**config.mk**
```make
export PLATFORM = sky130hd
export DESIGN_NAME = entropy_tx_buffer
export DESIGN_NICKNAME = d
export VERILOG_FILES = /design/src/rtl/entropy_pkg.sv /design/src/rtl/byte_fifo_2w1r.sv /design/src/rtl/entropy_tx_buffer.sv
export SDC_FILE = /design/constraint.sdc
export NUM_CORES = 1
export LEC_CHECK = 0
export CAP_MARGIN = 25
export CORE_ASPECT_RATIO = 0.9
export CORE_MARGIN = 1
export CORE_UTILIZATION = 58
export CTS_CLUSTER_DIAMETER = 50
export DETAILED_ROUTE_END_ITERATION = 10
export PLACE_DENSITY_LB_ADDON = 0.15
export SETUP_SLACK_MARGIN = 0.15
export SLEW_MARGIN = 15
export SYNTH_ARGS = -nofsm -noshare
export SYNTH_HDL_FRONTEND = slang
export SYNTH_HIERARCHICAL = 1
export SYNTH_SLANG_ARGS = --single-unit
```
**constraint.sdc**
```tcl
create_clock -name clk -period 3.6 [get_ports clk]
set_clock_uncertainty 0.15 [all_clocks]
set_input_delay 0.36 -clock clk [delete_from_list [all_inputs] [get_ports clk]]
set_output_delay 0.36 -clock clk [all_outputs]
set_load 0.05 [all_outputs]
```
**src/rtl/entropy_pkg.sv**
```systemverilog
// rtl/entropy_pkg.sv - Shared types and constants for the entropy byte transmit path.
package entropy_pkg;

  typedef enum logic [1:0] {
    IDLE      = 2'd0,
    WAIT_BUSY = 2'd1,
    WAIT_DONE = 2'd2
  } tx_state_e;

  // Cycles to wait for the UART busy flag before assuming the start was missed.
  localparam int BUSY_GUARD = 2;

endpackage

```
**src/rtl/byte_fifo_2w1r.sv**
```systemverilog
// rtl/byte_fifo_2w1r.sv - Byte FIFO with two write lanes, one read port and a registered head.
module byte_fifo_2w1r #(
  parameter int DEPTH = 16
) (
  input  logic                   clk,
  input  logic                   rst,
  input  logic                   wr_en,
  input  logic [7:0]             wr_data0,
  input  logic [7:0]             wr_data1,
  input  logic                   rd_en,
  output logic [7:0]             head,
  output logic [$clog2(DEPTH):0] level
);
  localparam int AW = $clog2(DEPTH);
  localparam int LW = AW + 1;

  logic [7:0]    mem [DEPTH];
  logic [AW-1:0] wr_ptr, wr_ptr_1, rd_ptr, rd_ptr_n;
  logic [LW-1:0] level_n;
  logic [7:0]    head_n;

  always_comb begin
    wr_ptr_1 = wr_ptr + 1'b1;
    rd_ptr_n = rd_en ? rd_ptr + 1'b1 : rd_ptr;
    level_n  = level + (wr_en ? LW'(2) : LW'(0)) - (rd_en ? LW'(1) : LW'(0));
    // Writes need two free slots, so the new head can only collide with lane 0 when the queue empties.
    if (wr_en && (rd_ptr_n == wr_ptr)) head_n = wr_data0;
    else                               head_n = mem[rd_ptr_n];
  end

  always_ff @(posedge clk) begin
    if (wr_en) begin
      mem[wr_ptr]   <= wr_data0;
      mem[wr_ptr_1] <= wr_data1;
    end
  end

  always_ff @(posedge clk) begin
    if (rst) begin
      wr_ptr <= '0;
      rd_ptr <= '0;
      level  <= '0;
      head   <= '0;
    end else begin
      if (wr_en) wr_ptr <= wr_ptr + AW'(2);
      rd_ptr <= rd_ptr_n;
      level  <= level_n;
      head   <= head_n;
    end
  end

endmodule

```
**src/rtl/entropy_tx_buffer.sv**
```systemverilog
// rtl/entropy_tx_buffer.sv - Splits random words into bytes and feeds them to the UART under its busy handshake.
// Build option ENTROPY_TX_BUFFER_HEALTH_EN adds the repetition-count health test.
module entropy_tx_buffer
  import entropy_pkg::*;
#(
  parameter int FIFO_DEPTH = 16,
  parameter int REP_LIMIT  = 8
) (
  input  logic                        clk,
  input  logic                        rst,
  input  logic                        word_valid,
  input  logic [15:0]                 word,
  input  logic                        tx_busy,
  output logic                        tx_start,
  output logic [7:0]                  tx_byte,
  output logic [$clog2(FIFO_DEPTH):0] fifo_level,
  output logic                        overflow,
  output logic                        health_fail
);
  localparam int LW = $clog2(FIFO_DEPTH) + 1;

  tx_state_e  state, state_n;
  logic [1:0] guard_cnt, guard_n;
  logic [7:0] head, tx_byte_q;
  logic       has_space, push_ok, drop_full, overflow_q;

  assign has_space = fifo_level <= LW'(FIFO_DEPTH - 2);
  assign push_ok   = word_valid && has_space && !health_fail;
  assign drop_full = word_valid && !has_space && !health_fail;

  byte_fifo_2w1r #(.DEPTH(FIFO_DEPTH)) u_fifo (
    .clk      (clk),
    .rst      (rst),
    .wr_en    (push_ok),
    .wr_data0 (word[7:0]),
    .wr_data1 (word[15:8]),
    .rd_en    (tx_start),
    .head     (head),
    .level    (fifo_level)
  );

  always_comb begin
    state_n  = state;
    guard_n  = guard_cnt;
    tx_start = 1'b0;
    case (state)
      IDLE: begin
        if ((fifo_level != '0) && !tx_busy && !rst) begin
          tx_start = 1'b1;
          guard_n  = '0;
          state_n  = WAIT_BUSY;
        end
      end
      WAIT_BUSY: begin
        if (tx_busy)                              state_n = WAIT_DONE;
        else if (guard_cnt == 2'(BUSY_GUARD - 1)) state_n = IDLE;
        else                                      guard_n = guard_cnt + 1'b1;
      end
      WAIT_DONE: begin
        if (!tx_busy) state_n = IDLE;
      end
      default: state_n = IDLE;
    endcase
  end

  always_ff @(posedge clk) begin
    if (rst) begin
      state      <= IDLE;
      guard_cnt  <= '0;
      tx_byte_q  <= '0;
      overflow_q <= 1'b0;
    end else begin
      state     <= state_n;
      guard_cnt <= guard_n;
      if (tx_start)  tx_byte_q  <= head;
      if (drop_full) overflow_q <= 1'b1;
    end
  end

  // The UART samples the byte with the start strobe, so the head is presented in that same cycle.
  assign tx_byte  = tx_start ? head : tx_byte_q;
  assign overflow = overflow_q;

`ifdef ENTROPY_TX_BUFFER_HEALTH_EN
  localparam int RW = $clog2(REP_LIMIT + 3);

  logic [7:0]    last_byte;
  logic [RW-1:0] run_cnt, run_lo, run_hi;
  logic          health_q;

  always_comb begin
    run_lo = (word[7:0] == last_byte)   ? run_cnt + 1'b1 : RW'(1);
    run_hi = (word[15:8] == word[7:0])  ? run_lo + 1'b1  : RW'(1);
  end

  always_ff @(posedge clk) begin
    if (rst) begin
      last_byte <= '0;
      run_cnt   <= '0;
      health_q  <= 1'b0;
    end else if (push_ok) begin
      last_byte <= word[15:8];
      run_cnt   <= (run_hi > RW'(REP_LIMIT)) ? RW'(REP_LIMIT) : run_hi;
      if ((run_lo >= RW'(REP_LIMIT)) || (run_hi >= RW'(REP_LIMIT))) health_q <= 1'b1;
    end
  end

  assign health_fail = health_q;
`else
  // Zero for every legal REP_LIMIT; no comparator or counter exists in this build.
  assign health_fail = (REP_LIMIT < 2);
`endif

endmodule
```
==> flow_metrics.py <==
metrics = {
    "yosys": {
        "synth_cell_types": 63,
        "synth_area_leaders": "edfxtp_1 48%, mux4_2 12%, dfxtp_1 8.3%, mux2i_1 5.8%, mux2_2 3.0%",
        "netlist_area_sq_um": 7954,
        "synth_edf_count": 128,
        "yosysWarnings": 6,
        "yosys.area.top_type_share_pct": 48.32,
        "synth-async-reset-ratio_pct": 0,
        "ys_seq_area_share_pct": 56.63,
        "postSynthCellCount": 510,
        "synth_nets": 539,
        "ys_ff_latch": 161,
        "synth_top_area_cell": "edfxtp_1",
        "synthFlopType": "edfxtp_1",
        "syn_area_per_cell_sq_um": 15.60,
    },
    "placed_design": {
        "hpwl_um": 10860,
        "dp_slack_ps": 229.7,
        "place_congestion": 0.7868,
        "port_buffers": 34,
    },
    "setup_path": {
        "required_ps": 3800,
        "arrival_ps": 3160,
        "worst-path-max-fanout": 19,
        "path_class": "in2reg",
        "start_kind": "input port",
        "endpoint_kind": "flip-flop",
    },
    "final_layout": {
        "diodes": 0,
        "drive_gt1_share_pct": 26.87,
        "nNetsFinal": 578,
        "synthToLayoutAreaGrowth_pct": 12.88,
    },
    "route": {
        "vias": 4724,
        "ant_nets": 0,
        "drc_errors": 6,
        "drt_first_pass_iters": 8,
        "viasPerCell": 6.471,
        "drt_iter0_drc": 354,
        "wl_per_cell_um": 23.32,
        "routed_wl_um": 17030,
    },
    "run": {
        "cap_violations": 0,
    },
    "sta": {
        "finalHoldViolCount": 0,
        "post-route-period-util_pct": 82.32,
        "setup_violations": 0,
        "tns_ps": 0,
        "max_freq_ghz": 0.3374,
        "finalWorstSetupSlack_ps": 636.5,
        "slew_headroom_pct": 52.68,
        "drv_slew": 0,
        "layout_min_cycle_time_ps": 2964,
        "tightestPinTransition_ps": 709.8,
        "rsz0062_at_grt": "false",
    },
    "clocking": {
        "cts_tree": "yes",
        "clk_latency_ps": 420,
        "clock_sinks": 161,
        "clk_pin_slew_ps": 60,
        "cts_setup_buffers": 0,
        "clk_path_buf_depth": 2,
        "cts_resized": 0,
        "clock-root-buffer": "clkbuf_16",
        "cts_inserted_buffers": 17,
        "ctsHoldBuffers": 0,
        "htree_levels": 4,
    },
    "floorplanning": {
        "die_h_um": 113.1,
        "core_sq_um": 13360,
        "start_util_pct": 59.52,
        "ios": 36,
        "die_x_um": 125.4,
        "rows": 40,
        "fp.dieArea_sq_um": 14190,
    },
    "grt": {
        "grt_pass1_wl_um": 27020,
        "antenna_found_initial": 0,
        "grt_start_max_net_pins": 44,
        "grt.total_usage_pct": 25.93,
        "grt_pass1_vias": 4847,
        "grt-ovfl-total": 0,
    },
    "pwr": {
        "clkPwrFrac_pct": 31.0,
        "power_switching_w": 0.001656,
        "p_int_w": 0.003859,
        "p_comb_share_pct": 27.2,
        "p_per_area_nw_per_um2": 614.3,
        "irDropWorstVdd_mv": 0.7036,
        "swShare_pct": 30.03,
        "seqPwrFrac_pct": 41.8,
        "leakagePower_nw": 2.997,
    },
    "min_path": {
        "hp-class": "reg2reg",
    },
    "status": {
        "status": "finished with violations",
        "violations": "DRC",
    },
}
==> path summary, 6_finish.rpt <==
path                 from               to  slack [ps]  depth (start not counted)
max               tx_busy  u_fifo/level[2]         640                         11
min reg2reg  guard_cnt[1]     guard_cnt[1]         330                          2
min          guard_cnt[1]     guard_cnt[1]         330                          2
max reg2reg      state[0]  u_fifo/level[2]         670                         10
==> placed cells by master, fill, tap and decap left out, types with 7 or more instances in the layout <==
master / count
ha_1: 7
mux4_2: 43
dfxtp_1: 31
nand2b_1: 14
nor2_1: 24
a211oi_2: 7
edfxtp_1: 128
clkdlybuf4s50_1: 25
clkbuf_16: 17
o211a_1: 8
mux2i_1: 46
inv_1: 21
buf_4: 29
o22ai_1: 33
mux2_2: 21
==> Yosys cell counts, types with 6 or more instances <==
library cell  instances
mux2i_1              46
mux4_2               43
ha_1                  8
edfxtp_1            128
buf_2                11
nor2_1               24
a211oi_2              7
a21oi_1               6
mux2_2               21
o22ai_1              33
inv_1                21
nand2b_1             14
dfxtp_1              33
xnor2_1               6
o211a_1               8
buf_6                 9
a22oi_1               6
clkbuf_1              9
==> kinds of logic (layout without fill, tap and decap cells) <==
family	after synthesis	in the layout	share of synthesized area [%]
compound gates	82	82	8.102
xor+xnor	11	11	1.384
fa+ha+maj	9	9	1.510
buf+inv	56	108	4.200
flops	161	161	56.63
mux	115	115	22.45
other cells	1	1	0.04715
simple gates	75	75	5.679
==> metrics by stage <==
stage               total power (W)  utilization [%]  instances  instance area (sq um)  hold WS [ps]
floorplan                  0.003472                -        510                   7954         296.4
global placement           0.003777            62.97        698                   8414         308.9
detailed placement         0.003836            62.97        698                   8414         317.5
CTS                        0.005543            67.19        730                   8979         328.3
global route               0.005728            67.19        730                   8979         340.6
finish                     0.005515            67.19        730                   8979         327.4
==> routing by layer <==
layer	GRT usage, %	part of all wire (%)
met1	33.89	43
met2	43.52	50
met3	5.579	4.4
met4	8.618	2.0
met5	0	0
==> power by group through the flow <==
stage / combinational [W] / sequential, W / clock (W)
floorplan: 0.00110 / 0.00238 / 0
global placement: 0.00145 / 0.00233 / 0
detailed placement: 0.00149 / 0.00234 / 0
CTS: 0.00151 / 0.00230 / 0.00173
global route: 0.00161 / 0.00232 / 0.00180
finish: 0.00150 / 0.00230 / 0.00171
==> layout make-up <==
cell class | count | area [sq um]
multi-input combinational | 293 | 3128
timing repair buffer | 55 | 488.0
clock buffer | 24 | 481.7
tap | 168 | 210.2
sequential | 161 | 4509
fill | 930 | 4384
inverter | 21 | 78.83
clock inverter | 8 | 82.58
==> sequential cells by signal, indices dropped and copies added, names as in the netlist <==
signal	flops
u_fifo/rd_ptr	4
u_fifo/head	8
overflow	1
guard_cnt	2
u_fifo/wr_ptr	3
state	2
u_fifo/mem	128
tx_byte_q	8
u_fifo/level	5
==> worst max-delay path, cell delays in order <==
cell and delay, ps:
clkdlybuf4s50_1 490, or3_1 360, a211o_1 300, inv_1 220, buf_4 390, ha_1 210
inv_1 40, ha_1 190, inv_1 80, fa_1 420, nor2_1 110
No activity file was read; power rests on OpenSTA's default activity.
==> RTL change 1, RTL diff (config.mk and constraints unchanged) <==
Change the parameter `FIFO_DEPTH` from 16 to 8.
--- a/src/rtl/entropy_tx_buffer.sv
+++ b/src/rtl/entropy_tx_buffer.sv
@@ -3,7 +3,7 @@
 module entropy_tx_buffer
   import entropy_pkg::*;
 #(
-  parameter int FIFO_DEPTH = 16,
+  parameter int FIFO_DEPTH = 8,
   parameter int REP_LIMIT  = 8
 ) (
   input  logic                        clk,
Interface: changed (resized fifo_level); port bits go from 36 to 35. No check against the original RTL was run, so the function may have changed too.
==> RTL change 1 against the original RTL <==
- first-iteration DRC count is 59% lower
- cell area decreased by 46%
- wire length down 51%
- sequential cell count is 67 lower
- critical endpoint is now u_fifo/head[3]
- sequential power is 38% lower
- power down 43%
- worst setup slack got worse by 0.029 ns
- core utilization grew 1.7 points
- critical path depth down 2
- area after synthesis shrank 47%
- largest power group unchanged
==> RTL change 1: results (changes against the original RTL) <==
[outcome]
outcome=finished, final reports clean

[synthesis]
synth_xor_area_share_pct=1.96  ; +0.58 points
synth_edf_count=64  ; -50%
synthMuxAreaShare_pct=13.9  ; -8.5 points
async_reset_ff_share_pct=0  ; unchanged
ys.flop_type=edfxtp_1
synth_common_cells=64 x edfxtp_1, 54 x mux2i_1, 30 x dfxtp_1
synth_fa_ha_area_share_pct=3.15  ; +1.6 points
ys_top_cells_by_area=edfxtp_1 46%, dfxtp_1 14%, mux2i_1 13%, ha_1 2.7%, a221oi_2 2.5%
synth_cell_types=44  ; -30%
synth_compound_area_share_pct=8.97  ; +0.87 points
syn-num-nets=340  ; -37%
ys_seq_area_share_pct=59.9  ; +3.3 points
ys_warn_count=6  ; unchanged

[global_route]
grt_max_degree=33  ; -25%
first_global_vias=2663  ; -45%
gr-usage-all-layers_pct=23.9  ; -2.1 points
antenna_found_initial=0  ; unchanged
grt_pass1_wl_microns=13400  ; -51%

[clocking]
cts.reportedPaths.clkPinSlew_ns=0.09  ; +0.03 ns
cts_resized=0  ; unchanged
cts_max_path_buffers=2  ; unchanged
post-cts-setup-buffers=0  ; unchanged
clk_latency_ns=0.36  ; -0.06 ns
cts_buffers=9  ; -8
ctsHtreeMaxLevel=3  ; -1
cts_root_buf=clkbuf_8

[setup_path]
worstPathArrival_ns=3.09  ; -0.07 ns
path_max_fanout=11  ; -8
setup.worst_path.start=tx_busy
endpoint=u_fifo/head[3]
r2r_start=u_fifo/level[2]
ff2ff_path_depth=8  ; -2
r2r_slack_ns=0.66

[worst_hold_path]
hold_path_class=reg -> reg

[timing]
setup_violations=0  ; unchanged
tightest_slew_ns=0.945  ; +0.235 ns

[layout]
diodes=0  ; unchanged
reg_top3=u_fifo/mem (64), tx_byte_q (8), u_fifo/head (8)
layout-drive-gt1-share_pct=16.4  ; -10 points
fin_nets=385  ; -33%
area_growth_pct=15.2

[route]
via_per_inst=5.81  ; -10%
firstDrtPassIters=4  ; -4
drt-initial-drc-count=146  ; -59%
drt-total-wl_microns=8380  ; -51%

[place]
place.gp.congestion=0.804  ; +2.2%
dp_hpwl_microns=5650  ; -48%
portBuffers=33  ; -2.9%

[power]
ir_drop_v=0.000373  ; -47%
leakage_uw=0.00178  ; -41%

[RTL change 1: report_power, final]
group          switching, uW  internal [uW]
Clock                    354            251
Sequential               104           1310
Combinational            644            464
Total                   1100           2030
[RTL change 1: area by class of cell]
class,count,area [sq um]
sequential,94,2520
multi-input combinational,188,1550
inverter,11,41.3
fill,500,2190
clock inverter,5,35.0
timing repair buffer,51,455
tap,93,116
clock buffer,11,131
[RTL change 1: metal layers]
layer,GRT usage (%),vias to the layer above,routed length [microns]
met4,8.38,0,121
met2,39.6,46,4230
met5,0,-,0
met1,30.3,1315,3720
li1,-,1264,-
met3,6.50,9,308
[RTL change 1: worst max-delay path, cell delays in order]
cell	delay (ns)
clkdlybuf4s50_1	0.49
or4_1	0.54
nor2_2	0.28
xnor2_2	0.40
buf_4	0.31
mux2i_1	0.21
mux2i_1	0.11
a221oi_2	0.30
nor3_1	0.08
[RTL change 1: cells by family (layout without fill, tap and decap cells)]
kind of cell / after synthesis / after routing
xor gates and xnor gates: 7 / 7
other: 1 / 1
AOI/OAI and AO/OA: 48 / 48
DFF: 94 / 94
buffers and inverters: 28 / 78
muxes: 56 / 56
and+or+nand+nor: 66 / 66
adders and majority gates: 10 / 10
[RTL change 1: worst min-delay path by stage]
stage,startpoint,cells after the start,endpoint
floorplan,rst,1,state[1]
global placement,tx_byte_q[5],2,tx_byte_q[5]
detailed placement,tx_byte_q[5],2,tx_byte_q[5]
CTS,tx_byte_q[5],2,tx_byte_q[5]
global route,tx_byte_q[5],2,tx_byte_q[5]
finish,tx_byte_q[6],2,tx_byte_q[6]
[RTL change 1: per-stage QoR]
stage	power (uW)	hold WS [ns]	setup slack, ns	cell area (sq um)	std cells
2_1_floorplan	2220	0.286	0.383	4210	310
3_3_place_gp	2510	0.299	0.349	4680	437
3_5_place_dp	2550	0.306	0.249	4680	437
4_1_cts	3140	0.321	0.631	4850	453
5_1_grt	3290	0.335	0.479	4850	453
6_report	3130	0.319	0.608	4850	453
==> RTL change 2, RTL diff (same flow settings) <==
Made on the original files. Encoding of `tx_state_e`: now one-hot (3 bits for 3 states).
--- a/src/rtl/entropy_pkg.sv
+++ b/src/rtl/entropy_pkg.sv
@@ -1,10 +1,10 @@
 // rtl/entropy_pkg.sv - Shared types and constants for the entropy byte transmit path.
 package entropy_pkg;
 
-  typedef enum logic [1:0] {
-    IDLE      = 2'd0,
-    WAIT_BUSY = 2'd1,
-    WAIT_DONE = 2'd2
+  typedef enum logic [2:0] {
+    IDLE      = 3'b001,
+    WAIT_BUSY = 3'b010,
+    WAIT_DONE = 3'b100
   } tx_state_e;
 
   // Cycles to wait for the UART busy flag before assuming the start was missed.
Formal check against the unedited RTL: same outputs for any inputs over 10 cycles, from zero or initial values and one cycle with rst high; not proved beyond that.
==> RTL change 2 against the original RTL <==
- register-to-register slack got worse by 0.02 ns
- worst setup slack lost 0.12 ns
- area after synthesis hardly changed
- power increased by 4.7%
- wire length down 3.6%
- sequential cell count increased by 1
- cell area grew 1.4%
- the flow still finishes with violations (design-rule violations)
==> RTL change 2: results (changes against the original RTL) <==
[place]
placed_area_sq_mm=0.00850  ; +0.98%
pre_cts_ws_ns=0.232  ; +0.00270 ns
dp_hpwl_microns=9950  ; -8.3%
place.gp.congestion=0.810  ; +2.9%
numPlacedInstances=686  ; -1.7%

[power]
ir_drop_v=0.000420  ; -40%
leakage_uw=0.00303  ; +1.1%

[synthesis]
synth_edf_count=128  ; unchanged
ys_seq_area_share_pct=56.9  ; +0.24 points
syn_avg_cell_area_sq_um=15.8  ; +1.6%
syn-num-nets=531  ; -1.5%
ys_top_cells_by_area=edfxtp_1 48%, mux4_2 12%, dfxtp_1 8.6%, mux2i_1 6.8%, mux2_2 3.1%
async_reset_ff_share_pct=0  ; unchanged
synth_common_cells=128 x edfxtp_1, 54 x mux2i_1, 43 x mux4_2

[layout]
layout-drive-gt1-share_pct=27.5  ; +0.59 points
fin_nets=566  ; -2.1%
reg_top3=u_fifo/mem (128), tx_byte_q (8), u_fifo/head (8)
diodes=0  ; unchanged
fin_cells=718  ; -1.6%

[setup_path]
path_max_fanout=23  ; +4
cpLargestDelayFamily=buffers and inverters
crit_path_top_delay_cell=clkdlybuf4s50_1
r2r_start=state[1]
worstPathArrival_ns=2.57  ; -0.59 ns
r2r_slack_ns=0.65  ; -0.02 ns

[route]
avgRoutedWirePerCell_microns=22.9  ; -2.0%
drc_errors=3  ; -3
via_per_inst=6.42  ; -0.76%
drt-initial-drc-count=377  ; +6.5%

[global_route]
antenna_found_initial=0  ; unchanged
gr-usage-all-layers_pct=25.2  ; -0.75 points
grt_max_degree=43  ; -2.3%
grt_pass1_wl_microns=26200  ; -3.1%
first_global_vias=4773  ; -1.5%

[worst_hold_path]
hp-start=guard_cnt[0]
hold_path_class=reg -> reg

[timing]
hold_slack_ns=0.326  ; -0.00173 ns
tightest_slew_ns=0.692  ; -0.0178 ns
fin_crit_ns=3.08  ; +0.115 ns

[clocking]
cts_root_buf=clkbuf_16
hold_buffers=0  ; unchanged

[outcome]
violations=design-rule violations
outcome=complete, but fails checks

RTL change 2: cell types whose count changed in the layout (fill, tap and decap cells not counted), moves of 3 or more:
cell,before,now
buf_4,29,17
inv_1,21,11
buf_12,1,9
mux2i_1,46,54
o22ai_1,33,25
nor2_1,24,31
nand2b_1,14,9
clkbuf_1,4,1
clkbuf_8,3,0
inv_6,1,4
nor4b_1,0,3
RTL change 2: cell families (layout without fill, tap and decap cells):
| family | Yosys count | after routing | share of synthesized area [%] |
|---|---|---|---|
| other cells | 1 | 1 | 0.0471 |
| simple gates | 79 | 79 | 6.02 |
| mux | 123 | 123 | 23.4 |
| buf+inv | 46 | 94 | 3.59 |
| flops | 162 | 162 | 56.9 |
| xor+xnor | 11 | 11 | 1.38 |
| compound gates | 71 | 71 | 7.17 |
| fa+ha+maj | 9 | 9 | 1.51 |
RTL change 2: layout make-up:
| class | instances | area, sq um |
|---|---|---|
| inverter | 11 | 41.3 |
| fill | 899 | 4260 |
| timing repair buffer | 51 | 558 |
| clock buffer | 18 | 429 |
| tap | 168 | 210 |
| multi-input combinational | 294 | 3160 |
| sequential | 162 | 4530 |
| clock inverter | 14 | 176 |
RTL change 2: power by group:
part	switching, uW	total (uW)	internal (uW)	leakage (uW)
clock	745	1850	1100	0.000287
combinational	827	1590	763	0.00130
sequential	150	2340	2190	0.00144
RTL change 2: metal layers:
layer	vias to the layer above	global-route usage [%]	part of all wire, %
li1	2077	-	-
met2	125	41.3	50
met1	2386	32.9	43
met4	0	11.3	2.6
met3	23	4.96	4.6
met5	-	0	0
RTL change 2: final timing paths:
path,end,cells after the start
max reg2reg,u_fifo/head[6],8
min reg2reg,guard_cnt[0],1
max,tx_byte[3],7
min,guard_cnt[0],1
